===== config.mk =====
export PLATFORM = sky130hd
export DESIGN_NAME = masked_sum_growth
export DESIGN_NICKNAME = d
export VERILOG_FILES = /design/src/rtl/masked_sum_growth_pkg.sv /design/src/rtl/masked_sum_growth_adder_tree.sv /design/src/rtl/masked_sum_growth.sv
export SDC_FILE = /design/constraint.sdc
export NUM_CORES = 1
export LEC_CHECK = 0
export CAP_MARGIN = 0
export CORE_MARGIN = 3
export CORE_UTILIZATION = 53
export DETAILED_ROUTE_END_ITERATION = 10
export GPL_TIMING_DRIVEN = 0
export PLACE_DENSITY = 0.8
export SKIP_LAST_GASP = 1
export SLEW_MARGIN = 20
export SYNTH_ARGS = -nofsm -noshare
export SYNTH_HDL_FRONTEND = slang
export SYNTH_SLANG_ARGS = --single-unit

===== constraint.sdc =====
create_clock -name i_clk -period 7.35 [get_ports i_clk]
set_clock_uncertainty 0.2 [all_clocks]
set_input_delay 1.1025 -clock i_clk [delete_from_list [all_inputs] [get_ports i_clk]]
set_output_delay 1.1025 -clock i_clk [all_outputs]
set_load 0.1 [all_outputs]

===== src/rtl/masked_sum_growth_pkg.sv =====
// masked_sum_pkg: width helpers and bit-growth function shared by the masked sum datapath
package masked_sum_pkg;
  function automatic int clog2(input int n);
    int r;
    r = 0;
    for (int i = 0; i < 31; i++) r = ((1 << i) < n) ? i + 1 : r;
    return r;
  endfunction

  function automatic int out_w(input int ori, input int num, input int acc);
    return ori + clog2(num) + clog2(acc);
  endfunction

  function automatic int cnt_w(input int num, input int acc);
    return clog2(num * acc + 1);
  endfunction

  function automatic int growth(input int c);
    return (c <= 1) ? 0 : clog2(c);
  endfunction
endpackage


===== src/rtl/masked_sum_growth_adder_tree.sv =====
// adder_tree_signed: balanced binary adder tree over N signed W-bit lanes, full-precision result
module adder_tree_signed
  import masked_sum_pkg::*;
#(
  parameter int N = 8,
  parameter int W = 16
) (
  input  logic [N*W-1:0]                lanes,
  output logic signed [W+clog2(N)-1:0]  sum
);
  localparam int SW = W + clog2(N);
  localparam int P  = 1 << clog2(N);

  logic signed [SW-1:0] t [P];

  // sign-extend lanes into a power-of-two leaf row, then fold pairwise level by level
  always_comb begin
    for (int i = 0; i < P; i++) t[i] = '0;
    for (int i = 0; i < N; i++) t[i] = SW'(signed'(lanes[i*W +: W]));
    for (int s = P / 2; s > 0; s = s / 2)
      for (int i = 0; i < s; i++) t[i] = t[2*i] + t[2*i+1];
    sum = t[0];
  end
endmodule


===== src/rtl/masked_sum_growth.sv =====
// masked_sum_growth: masked signed lane sum with bit-growth report; frame accumulation under MASKED_SUM_GROWTH_ACC_EN
module masked_sum_growth
  import masked_sum_pkg::*;
#(
  parameter int NUM_INPUT = 8,
  parameter int ORI_WIDTH = 16,
  parameter int ACC_MAX   = 16
) (
  input  logic                                            i_clk,
  input  logic                                            i_rst_n,
  input  logic                                            i_valid,
  output logic                                            o_ready,
  input  logic [NUM_INPUT*ORI_WIDTH-1:0]                  i_data,
  input  logic [NUM_INPUT-1:0]                            i_input_enable,
  input  logic [clog2(ACC_MAX+1)-1:0]                     i_acc_len,
  input  logic                                            i_flush,
  output logic                                            o_valid,
  input  logic                                            i_ready,
  output logic signed [out_w(ORI_WIDTH,NUM_INPUT,ACC_MAX)-1:0] o_sum,
  output logic [cnt_w(NUM_INPUT,ACC_MAX)-1:0]             o_count,
  output logic [7:0]                                      o_width
);
  localparam int OUT_W = out_w(ORI_WIDTH, NUM_INPUT, ACC_MAX);
  localparam int CNT_W = cnt_w(NUM_INPUT, ACC_MAX);
  localparam int PC_W  = clog2(NUM_INPUT + 1);
  localparam int TS_W  = ORI_WIDTH + clog2(NUM_INPUT);
  localparam int DW    = NUM_INPUT * ORI_WIDTH;

  logic                    advance, close, s1_valid;
  logic [DW-1:0]           masked, s1_lanes;
  logic [PC_W-1:0]         pop, s1_pop;
  logic signed [TS_W-1:0]  ts;
  logic signed [OUT_W-1:0] sum_nx;
  logic [CNT_W-1:0]        cnt_nx;

  assign advance = !o_valid || i_ready;
  assign o_ready = advance;
  assign pop     = PC_W'($countones(i_input_enable));

  // zero the disabled lanes before they enter the pipeline
  always_comb begin
    masked = '0;
    for (int k = 0; k < NUM_INPUT; k++)
      masked[k*ORI_WIDTH +: ORI_WIDTH] = i_input_enable[k] ? i_data[k*ORI_WIDTH +: ORI_WIDTH] : '0;
  end

`ifdef MASKED_SUM_GROWTH_ACC_EN
  localparam int LEN_W = clog2(ACC_MAX + 1);

  logic                    s1_flush;
  logic [LEN_W-1:0]        len_in, s1_len, len_q, flen, beats, beats_nx;
  logic signed [OUT_W-1:0] acc;
  logic [CNT_W-1:0]        cnt;

  assign len_in = (i_acc_len == '0) ? LEN_W'(1) :
                  (i_acc_len > LEN_W'(ACC_MAX)) ? LEN_W'(ACC_MAX) : i_acc_len;

  // stage 1: capture the beat; a flush with no beat travels as an empty flush token
  always_ff @(posedge i_clk) begin
    if (!i_rst_n) begin
      s1_valid <= 1'b0;
      s1_flush <= 1'b0;
      s1_lanes <= '0;
      s1_pop   <= '0;
      s1_len   <= '0;
    end else if (advance) begin
      s1_valid <= i_valid;
      s1_flush <= i_flush;
      s1_lanes <= masked;
      s1_pop   <= pop;
      s1_len   <= len_in;
    end
  end

  assign flen     = (beats == '0) ? s1_len : len_q;
  assign beats_nx = beats + 1'b1;
  assign sum_nx   = acc + (s1_valid ? OUT_W'(ts) : '0);
  assign cnt_nx   = cnt + (s1_valid ? CNT_W'(s1_pop) : '0);
  assign close    = s1_valid ? (beats_nx == flen || s1_flush) : (s1_flush && beats != '0);

  // stage 2 frame state: accumulate each beat, start afresh when the frame closes
  always_ff @(posedge i_clk) begin
    if (!i_rst_n) begin
      acc   <= '0;
      cnt   <= '0;
      beats <= '0;
      len_q <= '0;
    end else if (advance) begin
      if (close) begin
        acc   <= '0;
        cnt   <= '0;
        beats <= '0;
      end else if (s1_valid) begin
        acc   <= sum_nx;
        cnt   <= cnt_nx;
        beats <= beats_nx;
        len_q <= flen;
      end
    end
  end
`else
  logic unused;

  assign unused = ^{i_flush, i_acc_len};

  // stage 1: capture the beat
  always_ff @(posedge i_clk) begin
    if (!i_rst_n) begin
      s1_valid <= 1'b0;
      s1_lanes <= '0;
      s1_pop   <= '0;
    end else if (advance) begin
      s1_valid <= i_valid;
      s1_lanes <= masked;
      s1_pop   <= pop;
    end
  end

  assign sum_nx = OUT_W'(ts);
  assign cnt_nx = CNT_W'(s1_pop);
  assign close  = s1_valid;
`endif

  adder_tree_signed #(.N(NUM_INPUT), .W(ORI_WIDTH)) u_tree (
    .lanes (s1_lanes),
    .sum   (ts)
  );

  // result register: load on frame close, drop valid once the result is taken
  always_ff @(posedge i_clk) begin
    if (!i_rst_n) begin
      o_valid <= 1'b0;
      o_sum   <= '0;
      o_count <= '0;
      o_width <= 8'(ORI_WIDTH);
    end else if (advance) begin
      o_valid <= close;
      if (close) begin
        o_sum   <= sum_nx;
        o_count <= cnt_nx;
        o_width <= 8'(ORI_WIDTH + growth(int'(cnt_nx)));
      end
    end
  end
endmodule


**Word level (Yosys, flattened, before mapping)**

Index checks and enable logic that the tools add are counted.
Widths: inputs -> output; s select.

- Logic and storage cells: 51
- Register bits after elaboration: 165
- Bits of input ports: 146

- Order comparisons: 9
- Muxes and demuxes: 17
- Reductions and logical operators: 3
- Add/subtract/negate cells: 15

Operator list:

| cell | number |
|---|---|
| $mux 16 | 8 |
| $add 16x16->17 | 4 |
| $add 19x19->19 | 3 |
| $mux 3 | 4 |
| $add 1x1->2 | 4 |
| $lt 8x4->1 const A | 1 |
| $mux 4 | 2 |
| $lt 7x4->1 const A | 1 |
| $add 2x2->3 | 2 |
| $add 5x4->6 const A | 1 |
| $lt 6x4->1 const A | 1 |
| $lt 5x4->1 const A | 1 |
| $add 3x3->4 | 1 |
| $le 4x1->1 const B | 1 |
| $lt 1x4->1 const A | 1 |
| $lt 2x4->1 const A | 1 |
| $lt 3x4->1 const A | 1 |
| $lt 4x4->1 const A | 1 |
| $mux 2 | 2 |
| $reduce_and 2->1 | 1 |
| $logic_not 1->1 | 1 |
| $logic_or 1x1->1 | 1 |
| $mux 1 | 1 |

**Depth between registers and ports, before layout**

Gate-level depths: netlist of the first run.

- Depth after elaboration: 11
- Mapped depth: 21
- Mapped depth without buffers: 20

**Hierarchy**

Synthesis of the first run repeated with hierarchy kept, for this count alone.

- Cell total of the unflattened synthesis: 1,199
- Area, all modules: 9,755.6 um^2

Modules (own cells, without submodules):

| module | times used | area each (um^2) | cells each |
|---|---|---|---|
| masked_sum_growth | 1 | 6,060.8 | 753 |
| adder_tree_signed | 1 | 3,694.8 | 446 |

**Worst setup path before layout of the first run**

No wires, ideal clock.

- Kind: register to register
- Start point: register s1_lanes[32]
- End point: register o_sum[15]
- Cell stages (with the launch flop): 22
- Slack: 2,739 ps
- Arrival time: 4,282 ps
- Path buffers: 1
- Period minus slack after synthesis: 4,611 ps
- Library setup time: 129 ps
- Data required time: 7,021 ps
- Path through: dfxtp_1 > ha_1 > inv_1 > fa_1 > nor2b_1 > o31a_1 > o21bai_1 > a21boi_0 > mux2i_1 > nand2_1 > fa_1 > inv_1 > fa_1 > inv_1 > ha_1 > clkbuf_1 > a21oi_1 > o211ai_1 > a31o_2 > a21oi_1 > o21a_1 > o211ai_1

- Cells in the longest elaborated chain, start to end: 3

RTL lines:

| what | line | text |
|---|---|---|
| from (decl) | masked_sum_growth.sv:30 | `logic [DW-1:0] masked, s1_lanes;` |
| from (signal assigned) | masked_sum_growth.sv:114 | `s1_lanes <= masked;` |
| $add 16x16->17 | masked_sum_growth_adder_tree.sv:21 | `for (int i = 0; i < s; i++) t[i] = t[2*i] + t[2*i+1];` |
| $add 19x19->19 (2 in a row) | masked_sum_growth_adder_tree.sv:21 |  |
| to (signal assigned) | masked_sum_growth.sv:139 | `o_sum <= sum_nx;` |
| to (decl) | masked_sum_growth.sv:19 | `output logic signed [out_w(ORI_WIDTH,NUM_INPUT,ACC_MAX)-1:0] o_sum,` |

Every way passes these cells.
A chain may end at the register's enable or synchronous reset.

**Worst setup path in the final report of the first run**

- Start point: register s1_lanes[48]
- End point: register o_sum[17]

Same word-level chain as after synthesis.

==> flow_summary.ini, run 1 <==
[placed_design]
place_inst = 1791
dp_hpwl_mm = 25.2
io_buffer_count = 166
pre_cts_ws_ps = 2120
gp_congestion = 0.932

[hold_path]
hold_end = o_sum[14]$_SDFFE_PN0P_
hp-class = flip-flop to flip-flop
min-delay-start = o_sum[14]$_SDFFE_PN0P_
min_path_cells = 2

[synthesis]
netlist-cell-type-count = 65
synth_cells = 1353
ys_async_sr_fraction_pct = 0
synth_top_area_share_pct = 30.0
synth.most_common_cell = a21oi_1
ys_seq_area_share_pct = 30.0
synth_edf_count = 0
yosysTopAreaCell = dfxtp_1
synth_area_leaders = dfxtp_1 30%, ha_1 10%, a21oi_1 9.8%
yosysWarnings = 0
synth_seq_cells = 160
syn-cell-area_um2 = 10700
netlist_top_cells_count = 209 x a21oi_1, 201 x nand2_1, 160 x dfxtp_1
synth_flop_cell = dfxtp_1
syn_avg_cell_area_um2 = 7.89

[floorplanning]
die-area_um2 = 21900
core_um2 = 19700
initial_core_util_pct = 54.3
die_w_um = 148
dieHeight_um = 148
ios = 187
rows = 51

[timing]
timing.hold.ws_ps = 248
fin_crit_sh_pct = 72.0
final_max_slew_viol_count = 0
fin_tns_setup_ps = 0
max_freq_mhz = 189
period_minus_slack_ps = 5290
rsz0062_at_grt = false
finalHoldViolCount = 0
worst_slack_ps = 2060
worstMarginPinSlew_ps = 983
setup_viol = 0
maxSlewHeadroom_pct = 34.2

[clock_network]
cts-root-buf = clkbuf_16
cts_resized = 0
cts_hold_buf = 0
cts_buffers = 17
clock-sinks = 160
clk_latency_ps = 440
clk_pin_slew_ps = 60
cts_tree = yes
post_cts_buffers = 0
cts_max_level = 4
cts_max_path_buffers = 2

[cells_and_area]
n_antenna_cell = 0
drive_gt1_share_pct = 4.75
nNetsFinal = 1819
area_delta_synth_final_pct = 24.5
final_cells = 1823

[setup_path]
cp_cell_sequence = ha_1 -> inv_1 -> fa_1 -> nor2b_1 -> o31a_1 -> o21bai_1 -> a21boi_0 -> mux2i_1 -> nand2_1 -> fa_1 -> inv_1 -> fa_1 -> inv_1 -> ha_1 -> clkbuf_1 -> nand3_1 -> nor2_1 -> nand2_1 -> o21ai_0 -> nand4b_1 -> o211ai_1
path_max_fanout = 10
slowest_stage = fa_1
required_ps = 7510
crit_arrival_ps = 5450
rr_endpoint = o_sum[17]$_SDFFE_PN0P_
path_buf_inv = 4
end_kind = flip-flop
reg2reg_from = s1_lanes[48]$_SDFFE_PN0N_
max_stage_delay_ps = 570
ff2ff_setup_slack_ps = 2060
crit_type = flip-flop to flip-flop
start_kind = flip-flop
path_delay_family = adder cells
rr_worst_depth = 21

[routing]
vias = 10300
ant_nets = 0
drt-total-wl_mm = 31.7
first_iter_violations = 769
vias_per_cell = 5.67
wl_per_cell_um = 17.4
drt_first_pass_iters = 5
drc = 0

[global_routing]
globalRoute.totalOverflow = 0
grt_pass1_vias = 10000
grt.total_usage_pct = 29.0
grt_pass1_wl_mm = 50.6
grt_max_degree = 17
antenna_found_initial = 0

[run_status]
status = finished clean

[pwr]
powerDensity_nw_per_um2 = 227
p_leak_nw = 5.56
peakVddDrop_uv = 181

[flow_run]
cap_violations = 0
area by class of cell:
type                       count  area (µm²)
inverter                      85         319
sequential                   160        3200
buffer                        92         413
clock inverter                13         149
tap                          265         332
timing repair buffer         166        1660
clock buffer                  19         443
fill                        1708        6370
multi-input combinational   1023        6770
stage by stage:
stage          instance area (µm²)  utilization [%]  total power [mW]
6_report                     13300             67.6              3.02
5_1_grt                      13300             67.6              3.17
4_1_cts                      13300             67.6              3.01
3_5_place_dp                 12700             64.6              2.11
3_3_place_gp                 12700             64.6              2.10
2_1_floorplan                10700                -              1.78
layer usage:
| metal | vias to the layer above | share of wire, % | track usage (%) |
|---|---|---|---|
| li1 | 5063 | - | - |
| met1 | 4855 | 44 | 38.6 |
| met2 | 356 | 47 | 47.9 |
| met3 | 62 | 6.9 | 5.27 |
| met4 | 0 | 2.6 | 9.93 |
| met5 | - | 0 | 0 |
power by group:
part	total [mW]	leakage [nW]	internal, mW	switching [mW]
sequential	0.967	1.31	0.925	0.0418
clock	0.901	0.281	0.515	0.386
combinational	1.15	3.97	0.409	0.746
total	3.02	5.56	1.85	1.17
worst min-delay path, stage by stage, from the launching register on:
cell and delay [ps]:
dfxtp_1 310, nand2_1 50, a21oi_1 50
sequential cells by signal, summed over array words and instances (netlist names):
name,flops
o_width,3
s1_lanes,128
close,1
o_sum,19
o_valid,1
o_count,4
s1_pop,4
logic make-up after synthesis:
group / synth area share (%)
other: 0.0703
and+or+nand+nor: 19.3
adders and majority gates: 18.0
muxes: 0.586
AOI/OAI and AO/OA: 20.4
DFF: 30.0
xor gates and xnor gates: 4.84
buffers and inverters: 6.86
cells in the final DEF, fill, tap and decap left out, types with 4 or more instances in the layout:
cell / n
dfxtp_1: 160
nand2_1: 201
a211o_1: 7
o21a_1: 7
a31oi_1: 10
buf_2: 15
a21oi_1: 209
fa_1: 43
nor3_1: 12
clkdlybuf4s50_1: 166
conb_1: 9
nand2b_1: 9
o21ai_0: 36
a221oi_1: 4
nor2b_1: 8
xnor2_1: 40
ha_1: 85
o211ai_1: 18
o21bai_1: 9
nor2_1: 45
inv_6: 5
nand4_1: 10
buf_4: 13
clkbuf_16: 17
a211oi_1: 9
nand3_1: 146
xor2_1: 19
o21ai_1: 7
clkbuf_1: 56
a21o_1: 18
buf_1: 9
inv_1: 84
mux2i_1: 4
and3_1: 5
worst max path at each step:
stage	depth (start not counted)	end	start	slack (ps)
global placement	7	o_ready	i_ready	2120
CTS	7	o_ready	i_ready	2090
global route	21	o_sum[17]$_SDFFE_PN0P_	s1_lanes[48]$_SDFFE_PN0N_	1680
finish	21	o_sum[17]$_SDFFE_PN0P_	s1_lanes[48]$_SDFFE_PN0N_	2060
floorplan	21	o_sum[15]$_SDFFE_PN0P_	s1_lanes[32]$_SDFFE_PN0N_	2740
detailed placement	7	o_ready	i_ready	2120
(Power assumes the default switching activity.)
==> run 2, diff against run 1 <==
==> constraint.sdc (replaced) <==
create_clock -name i_clk -period 5.5 [get_ports i_clk]
set_clock_uncertainty 0.2 [all_clocks]
set_input_delay 0.825 -clock i_clk [delete_from_list [all_inputs] [get_ports i_clk]]
set_output_delay 0.825 -clock i_clk [all_outputs]
set_load 0.1 [all_outputs]
==> run 2 against run 1 <==
Compared with the run above: sequential cell count is the same; worst setup slack lost 1700 ps; highest routed layer unchanged; largest cell class unchanged; critical endpoint is now o_sum[16]$_SDFFE_PN0P_; via count shrank 0.13%; sequential share of layout area is essentially flat; clock power grew 34%; maximum frequency grew 2.6%; hold slack is essentially flat; design area is essentially flat; combinational power grew 35%; critical path depth is the same; sequential power grew 33%; largest power group unchanged.
==> flow_summary.ini, run 2 (synthesis gave the netlist of run 1 again) <==
[timing]
rsz0062_at_grt = false
finalHoldViolCount = 0
fin_tns_setup_ps = 0
fin_crit_sh_pct = 93.8
max_freq_mhz = 194
setup_viol = 0
final_max_slew_viol_count = 0
worstMarginPinSlew_ps = 983
maxSlewHeadroom_pct = 34.2
period_minus_slack_ps = 5160

[floorplanning]
die-area_um2 = 21900
rows = 51
die_w_um = 148
ios = 187
initial_core_util_pct = 54.3
core_um2 = 19700
dieHeight_um = 148

[routing]
first_iter_violations = 748
vias_per_cell = 5.67
drt-total-wl_mm = 31.8
wl_per_cell_um = 17.4
vias = 10300
drt_first_pass_iters = 5
drc = 0
ant_nets = 0

[cells_and_area]
nNetsFinal = 1817
drive_gt1_share_pct = 4.82
final_cell_mix = 208 x a21oi_1, 201 x nand2_1, 166 x clkdlybuf4s50_1
largestRegisters = s1_lanes: 128 flops, o_sum: 19 flops
area_delta_synth_final_pct = 24.4
layout_commonest_cell = a21oi_1
fin_util_pct = 67.6
fillCellCount = 1707
n_antenna_cell = 0
largest-register = s1_lanes
largest_reg_flops = 128

[setup_path]
start_kind = flip-flop
required_ps = 5580
ff2ff_setup_slack_ps = 340
max_stage_delay_ps = 530
crit_type = flip-flop to flip-flop
path_max_fanout = 9
reg2reg_from = s1_lanes[0]$_SDFFE_PN0N_
end_kind = flip-flop
rr_worst_depth = 21
rr_endpoint = o_sum[16]$_SDFFE_PN0P_
cp_cell_sequence = ha_1 -> inv_1 -> fa_1 -> nand2b_1 -> a211oi_1 -> o31ai_1 -> a21oi_2 -> nor2_1 -> xnor2_1 -> fa_1 -> inv_1 -> fa_1 -> inv_1 -> ha_1 -> clkbuf_1 -> a21oi_1 -> o221ai_1 -> a31oi_1 -> o21ai_1 -> xnor2_1 -> o31ai_1
slowest_stage = fa_1
crit_arrival_ps = 5240

[hold_path]
min-delay-start = o_sum[14]$_SDFFE_PN0P_
hp-class = flip-flop to flip-flop
hold_end = o_sum[14]$_SDFFE_PN0P_
min_path_cells = 2

[global_routing]
grt.total_usage_pct = 29.0
antenna_found_initial = 0
grt_pass1_vias = 10000
globalRoute.totalOverflow = 0
grt_max_degree = 17
grt_pass1_wl_mm = 50.6

[pwr]
powerDensity_nw_per_um2 = 304
clockPowerShare_pct = 29.8
p_int_mw = 2.47
pwr-share-comb_pct = 38.2
seq_power_share_pct = 32.0
sw_frac_of_total_pct = 38.9
peakVddDrop_uv = 245
p_leak_nw = 5.56
p_sw_mw = 1.57

[clock_network]
cts-root-buf = clkbuf_16
cts_resized = 0
cts_max_level = 4
cts_max_path_buffers = 2
clock-sinks = 160
post_cts_buffers = 0
cts_buffers = 17
cts_hold_buf = 0
clk_pin_slew_ps = 70
clk_latency_ps = 440
cts_tree = yes

[placed_design]
io_buffer_count = 166
gp_congestion = 0.932
dp_hpwl_mm = 25.2

[flow_run]
cap_violations = 0

[run_status]
status = finished clean
-- run 2: through the flow --
stage / total power [mW] / hold slack [ps] / instances / area, µm² / worst slack, ps
finish: 4.04 / 248 / 1821 / 13300 / 339
CTS: 4.02 / 251 / 1823 / 13300 / 268
detailed placement: 2.83 / 244 / 1791 / 12700 / 324
floorplan: 2.38 / 236 / 1360 / 10700 / 889
global placement: 2.81 / 239 / 1791 / 12700 / 373
global route: 4.24 / 271 / 1821 / 13300 / 6.57
-- run 2: worst max-delay path by stage --
stage / from / to / slack (ps) / depth (start not counted)
after floorplan: s1_lanes[32]$_SDFFE_PN0N_ / o_sum[15]$_SDFFE_PN0P_ / 890 / 21
after global placement: s1_lanes[48]$_SDFFE_PN0N_ / o_sum[15]$_SDFFE_PN0P_ / 370 / 21
after detailed placement: s1_lanes[32]$_SDFFE_PN0N_ / o_sum[16]$_SDFFE_PN0P_ / 320 / 21
after CTS: s1_lanes[48]$_SDFFE_PN0N_ / o_sum[17]$_SDFFE_PN0P_ / 270 / 21
after global routing: s1_lanes[48]$_SDFFE_PN0N_ / o_sum[17]$_SDFFE_PN0P_ / 7 / 20
final: s1_lanes[0]$_SDFFE_PN0N_ / o_sum[16]$_SDFFE_PN0P_ / 340 / 21
-- run 2: layout make-up --
type | instances | area (µm²) | area share, %
Buffer | 90 | 405 | 3.05
Clock buffer | 19 | 443 | 3.33
Clock inverter | 13 | 149 | 1.12
Inverter | 85 | 319 | 2.40
Sequential cell | 160 | 3200 | 24.1
Timing Repair Buffer | 166 | 1660 | 12.5
Multi-Input combinational cell | 1023 | 6770 | 51.0
Tap cell | 265 | 332 | 2.50
-- run 2: power groups by stage --
stage	clock network [mW]	registers, mW	logic [mW]
finish	1.21	1.29	1.55
global route	1.26	1.30	1.68
CTS	1.21	1.29	1.52
detailed placement	0	1.32	1.51
global placement	0	1.31	1.49
floorplan	0	1.50	0.872
-- run 2: critical path: cells and delay by family (launching register included) --
kind | cells | cell delay, ps
and+or+nand+nor | 2 | 290
AOI/OAI and AO/OA | 8 | 1620
DFF | 1 | 350
xor gates and xnor gates | 2 | 410
buffers and inverters | 4 | 400
adders and majority gates | 5 | 1750
-- run 2: routing by layer --
| metal | routed length, µm | track usage, % |
|---|---|---|
| met1 | 14100 | 38.6 |
| met2 | 14900 | 47.9 |
| met3 | 1980 | 5.27 |
| met4 | 775 | 9.93 |
| met5 | 0 | 0 |
==> run 3, diff against run 2 <==
--- a/config.mk
+++ b/config.mk
@@ -12,7 +12,7 @@
 export GPL_TIMING_DRIVEN = 0
 export PLACE_DENSITY = 0.8
 export SKIP_LAST_GASP = 1
-export SLEW_MARGIN = 20
+export SLEW_MARGIN = 10
 export SYNTH_ARGS = -nofsm -noshare
 export SYNTH_HDL_FRONTEND = slang
 export SYNTH_SLANG_ARGS = --single-unit
==> results of run 3 <==
Same layout as run 2: the final DEF is identical, and so are final timing and power.
